--- config.mk ---
export PLATFORM = sky130hd
export DESIGN_NAME = dmem_arbiter
export DESIGN_NICKNAME = d
export VERILOG_FILES = /design/src/rtl/dmem_pkg.sv /design/src/rtl/rr_arbiter2.sv /design/src/rtl/dmem_arbiter.sv
export SDC_FILE = /design/constraint.sdc
export NUM_CORES = 1
export LEC_CHECK = 0
export CAP_MARGIN = 20
export CORE_ASPECT_RATIO = 0.6
export CORE_MARGIN = 8
export CORE_UTILIZATION = 35
export CTS_BUF_LIST = sky130_fd_sc_hd__clkbuf_16
export DETAILED_ROUTE_END_ITERATION = 8
export GPL_ROUTABILITY_DRIVEN = 1
export GPL_TIMING_DRIVEN = 0
export PLACE_DENSITY = 0.72
export SYNTH_ARGS = -nofsm -noshare
export SYNTH_HDL_FRONTEND = slang
export SYNTH_SLANG_ARGS = --single-unit
--- constraint.sdc ---
create_clock -name clk -period 4 [get_ports clk]
set_input_delay 1.2 -clock clk [delete_from_list [all_inputs] [get_ports clk]]
set_output_delay 1.2 -clock clk [all_outputs]
set_load 0.1 [all_outputs]
--- src/rtl/dmem_pkg.sv ---
// dmem_pkg: access-type encodings, arbiter state enum and byte-count helpers
// Used by dmem_arbiter; no ports.
package dmem_pkg;

    localparam logic [2:0] CT_B  = 3'b000;
    localparam logic [2:0] CT_H  = 3'b001;
    localparam logic [2:0] CT_W  = 3'b010;
    localparam logic [2:0] CT_BU = 3'b100;
    localparam logic [2:0] CT_HU = 3'b101;

    typedef enum logic [1:0] {IDLE, XFER, DRAIN, RESP} state_t;

    function automatic logic [2:0] byte_cnt(input logic [2:0] ctrl);
        return (ctrl == CT_W) ? 3'd4 : (ctrl == CT_H || ctrl == CT_HU) ? 3'd2 : 3'd1;
    endfunction

    function automatic logic ctrl_bad(input logic [2:0] ctrl);
        return !(ctrl inside {CT_B, CT_H, CT_W, CT_BU, CT_HU});
    endfunction

endpackage

--- src/rtl/rr_arbiter2.sv ---
// rr_arbiter2: two-way round-robin grant with remembered last winner
// Ports: clk, rst_n (async, active-low); req[1:0] requests; take = a grant is
// consumed this cycle; gnt[1:0] one-hot combinational grant.
module rr_arbiter2 (
    input  logic       clk,
    input  logic       rst_n,
    input  logic [1:0] req,
    input  logic       take,
    output logic [1:0] gnt
);

    // 1 = requester 1 was granted most recently; reset so requester 0 wins the first tie
    logic last;

    always_comb gnt = (&req) ? (last ? 2'b01 : 2'b10) : req;

    always_ff @(posedge clk or negedge rst_n) begin
        if (!rst_n)
            last <= 1'b1;
        else if (take && |req)
            last <= gnt[1];
    end

endmodule

--- src/rtl/dmem_arbiter.sv ---
// dmem_arbiter: two requesters sharing a byte-wide data memory, one byte per cycle
// Ports: clk, rst_n (async, active-low); m0_*/m1_* requester handshakes
// (req/we/ctrl/addr/wdata in, ack/err/rdata out); mem_en/mem_we/mem_addr/
// mem_wdata/mem_rdata byte-memory port (read data one cycle after issue); busy.
import dmem_pkg::*;

module dmem_arbiter #(
    parameter int ADDR_W = 7
) (
    input  logic              clk,
    input  logic              rst_n,
    input  logic              m0_req,
    input  logic              m0_we,
    input  logic [2:0]        m0_ctrl,
    input  logic [31:0]       m0_addr,
    input  logic [31:0]       m0_wdata,
    output logic              m0_ack,
    output logic              m0_err,
    output logic [31:0]       m0_rdata,
    input  logic              m1_req,
    input  logic              m1_we,
    input  logic [2:0]        m1_ctrl,
    input  logic [31:0]       m1_addr,
    input  logic [31:0]       m1_wdata,
    output logic              m1_ack,
    output logic              m1_err,
    output logic [31:0]       m1_rdata,
    output logic              mem_en,
    output logic              mem_we,
    output logic [ADDR_W-1:0] mem_addr,
    output logic [7:0]        mem_wdata,
    input  logic [7:0]        mem_rdata,
    output logic              busy
);

    state_t              state, next;
    logic [1:0]          gnt;
    logic                sel, we_q, err_q, c_we, c_bad;
    logic [2:0]          ctrl_q, c_ctrl, cnt, n;
    logic [1:0]          idx;
    logic [ADDR_W-1:0]   addr_q;
    logic [31:0]         wdata_q, result, ext, c_addr;
    logic [32:0]         c_end;

    rr_arbiter2 u_rr (
        .clk   (clk),
        .rst_n (rst_n),
        .req   ({m1_req, m0_req}),
        .take  (state == IDLE),
        .gnt   (gnt)
    );

    always_comb begin
        c_we   = gnt[1] ? m1_we   : m0_we;
        c_ctrl = gnt[1] ? m1_ctrl : m0_ctrl;
        c_addr = gnt[1] ? m1_addr : m0_addr;
        // last byte address computed one bit wider so a wrap past 2**32 still flags
        c_end  = {1'b0, c_addr} + 33'(byte_cnt(c_ctrl)) - 33'd1;
        c_bad  = ctrl_bad(c_ctrl) || (c_we && c_ctrl[2]) || ((c_end >> ADDR_W) != 33'd0);
        n      = byte_cnt(ctrl_q);
        // load byte issued last cycle lands now: it is byte cnt-1 (DRAIN sees cnt == N)
        idx    = cnt[1:0] - 2'd1;
        next   = state;
        case (state)
            IDLE:    if (|gnt) next = c_bad ? RESP : XFER;
            XFER:    if (cnt == n - 3'd1) next = we_q ? RESP : DRAIN;
            DRAIN:   next = RESP;
            default: next = IDLE;
        endcase
    end

    always_ff @(posedge clk or negedge rst_n) begin
        if (!rst_n) begin
            state   <= IDLE;
            sel     <= 1'b0;
            we_q    <= 1'b0;
            err_q   <= 1'b0;
            ctrl_q  <= 3'd0;
            addr_q  <= '0;
            wdata_q <= 32'd0;
            cnt     <= 3'd0;
            result  <= 32'd0;
        end else begin
            state <= next;
            if (state == IDLE && |gnt) begin
                sel     <= gnt[1];
                we_q    <= c_we;
                ctrl_q  <= c_ctrl;
                addr_q  <= c_addr[ADDR_W-1:0];
                wdata_q <= gnt[1] ? m1_wdata : m0_wdata;
                err_q   <= c_bad;
                cnt     <= 3'd0;
                result  <= 32'd0;
            end
            if (state == XFER)
                cnt <= cnt + 3'd1;
            if (!we_q && ((state == XFER && cnt != 3'd0) || state == DRAIN))
                result[{idx, 3'b000} +: 8] <= mem_rdata;
        end
    end

    always_comb begin
        mem_en    = state == XFER;
        mem_we    = mem_en && we_q;
        mem_addr  = addr_q + ADDR_W'(cnt);
        mem_wdata = wdata_q[{cnt[1:0], 3'b000} +: 8];
        busy      = state != IDLE;
        // unsigned and word loads need no change: bytes above N stay zero from grant
        ext       = (ctrl_q == CT_B) ? {{24{result[7]}}, result[7:0]} :
                    (ctrl_q == CT_H) ? {{16{result[15]}}, result[15:0]} : result;
        m0_ack    = state == RESP && !sel;
        m1_ack    = state == RESP && sel;
        m0_err    = m0_ack && err_q;
        m1_err    = m1_ack && err_q;
        m0_rdata  = (m0_ack && !err_q && !we_q) ? ext : 32'd0;
        m1_rdata  = (m1_ack && !err_q && !we_q) ? ext : 32'd0;
    end

endmodule

==> results_dict.tcl <==
set metrics [dict create \
    drc 0 \
    first_global_vias 7716 \
    cts_buffers 9 \
    synth_cells 940 \
    fin_cells 1475 \
    power_uw 6750 \
    setup_tns_ns -1.76 \
    htree_levels 3 \
    hp-class "reg2reg" \
    synthesis.area_mm2 0.00717 \
    fp.dieArea_mm2 0.0255 \
    cp_data_arrival_time_ns 5.10 \
    crit_fanout 5 \
    met3_usage_pct 7.24 \
    viasPerCell 5.29 \
    antenna_cells 0 \
    ys_seq_area_share_pct 29.0 \
    fin_crit_ns 4.88 \
    wirelength_um 27300 \
    drive_above_1_share_pct 19.1 \
    tritoncts "yes" \
    place_congestion 0.940 \
    grt_pass1_wl_um 43200 \
    cap_violations 0 \
    status "finished with violations" \
    fin_skew_ns 0.00838 \
    worst_pin_slew_ns 1.05 \
    cts.sinks 83 \
    drtIter0Drc 584 \
    synthesis.nets 1136 \
    ctsHoldBuffers 0 \
    synthArstFlopShare_pct 100 \
    drtPass1Iterations 4 \
    die-height_um 127 \
    final_cell_mix "nand2_1 (162), clkdlybuf4s50_1 (147), nor2_1 (82), dfrtp_1 (82), buf_4 (57)" \
    final_common_cell "nand2_1" \
    fin_ws_ns -0.878 \
    grt-busiest-layer "met1" \
    area_growth_pct 53.2 \
    antenna_found_initial 0 \
    dp_hpwl_um 22100 \
    max_slew_margin_pct 30.2 \
    die_w_um 201 \
    drv_slew 0 \
    yosys_most_used_dff "dfrtp_1" \
    nNetsFinal 1393 \
    io-pin-count 234 \
    ir_drop_uv 724 \
    grt-ovfl-total 0 \
    yosysUniqueCellTypes 67 \
    power_density_mw_per_mm2 615 \
    synth_edf_count 0 \
    antenna_left 0 \
    clk_pin_slew_ns 0.07 \
    crit_path_start_kind "input pin" \
    p_leak_uw 0.00462 \
    cts_root_buffer "clkbuf_16" \
    vias 7809 \
    synth_area_per_cell_um2 7.62 \
    yosysWarnings 0 \
    globalRouteMet1Util_pct 30.1 \
    fmax_mhz 205 \
    grt_max_degree 63 \
    post-place-cells 1448 \
    hold_viol 0 \
    ys_seq_elements 83 \
    clk_latency_ns 0.34 \
    clk_path_buf_depth 2 \
    crit_required_ns 4.22 \
    post-route-period-util_pct 122 \
    failed_checks "setup timing" \
    io_buffers 233 \
    grt_util_all_layers_pct 20.8 \
    num_rows 40 \
    post_drt_wl_per_cell_um 18.5 \
    start_util_pct 35.8 \
    cp-end-kind "flip-flop" \
    setup_viol 2 \
    crit_type "in2reg" \
    rsz0062_at_grt "yes" \
    core_mm2 0.0200 \
    met2_usage_pct 29.6 \
]
[critical path, cell delays in order]
cell	delay, ns
dlygate4sd2_1	0.29
or3b_4	0.44
nor2_4	0.14
a31oi_4	0.05
ha_4	0.29
inv_2	0.04
ha_4	0.25
nand3b_1	0.09
a211o_1	0.34
nor2b_4	0.14
a2111oi_4	0.35
o211ai_1	0.18
mux2_4	0.31
a221oi_2	0.23
nand4_1	0.22
nor4_4	0.45
o21ai_1	0.09
[path summary, 6_finish.rpt]
| path | start | cells after the start | to | slack, ns |
|---|---|---|---|---|
| worst max-delay path | m1_ctrl[2] | 17 | err_q$_DFFE_PN0P_ | -0.88 |
| worst max register to register | u_rr.last$_DFFE_PN1P_ | 19 | err_q$_DFFE_PN0P_ | -0.42 |
| max in group asynchronous | rst_n | 2 | u_rr.last$_DFFE_PN1P_ | 2.62 |
| worst min register to register | addr_q[0]$_DFFE_PN0P_ | 2 | addr_q[0]$_DFFE_PN0P_ | 0.49 |
| worst min-delay path | addr_q[0]$_DFFE_PN0P_ | 2 | addr_q[0]$_DFFE_PN0P_ | 0.49 |
| min in group asynchronous | rst_n | 1 | wdata_q[9]$_DFFE_PN0P_ | 0.74 |
[per-stage QoR]
step	hold WS, ns	util (%)	area (um^2)	setup slack (ns)
3_5_place_dp	0.489	51.9	10400	-2.14
2_1_floorplan	0.454	-	7680	-0.595
5_1_grt	0.537	54.8	11000	-1.03
3_3_place_gp	0.474	51.7	10400	-2.13
4_1_cts	0.504	54.3	10900	-0.724
6_report	0.491	54.8	11000	-0.878
[flip-flops by register name (all words and copies together), names as in the netlist]
register / cells
sel: 1
ctrl_q: 3
wdata_q: 32
state: 2
err_q: 1
u_rr.last: 1
cnt: 3
we_q: 1
addr_q: 7
result: 32
[what timing repair did]
action / CTS / global route
endpoints found under the setup margin: 81 / 52
pin swaps: 12 / 19
buffers inserted: 10 / 7
gates resized for setup: 382 / 52
[synth_stat cells (10+ instances only)]
library cell    n  area share, %
a21o_1         17            1.8
a21oi_1        77            5.4
a31oi_1        41            3.6
and2_1         23            2.0
clkbuf_1       50            2.6
dfrtp_1        82             29
ha_1           47            8.2
inv_1          46            2.4
mux2i_1        31            4.3
nand2_1       162            8.5
nand3_1        33            2.3
nand4_1        11           0.96
nor2_1         99            5.2
nor2b_1        15            1.3
nor3_1         10           0.70
o21ai_0        56            3.9
xnor2_1        18            2.2
[power by group]
group / internal, uW / switching [uW]
clock network: 423 / 367
logic: 1440 / 3100
registers: 1140 / 286
total: 3000 / 3750
[logic make-up after synthesis]
family	share of synthesized area [%]
fa+ha+maj	8.48
flops	29.0
simple gates	24.3
compound gates	22.5
xor+xnor	3.18
buf+inv	5.39
mux	7.16
[layer usage]
| metal | up-vias | wire [um] | share of wire (%) |
|---|---|---|---|
| li1 | 3831 | - | - |
| met1 | 3657 | 13500 | 49 |
| met2 | 299 | 11000 | 40 |
| met3 | 22 | 2530 | 9.3 |
| met4 | 0 | 282 | 1.0 |
| met5 | - | 0 | 0 |
[final cells by class]
cell class,count,area [um^2]
repair buffers,252,2350
flip-flops and latches,83,2080
multi-input cells,755,5460
clock inverters,7,50.0
well taps,273,342
fillers,1844,9040
clock buffers,9,225
inverters,46,173
plain buffers,50,303
No activity file was read; power rests on OpenSTA's default activity.
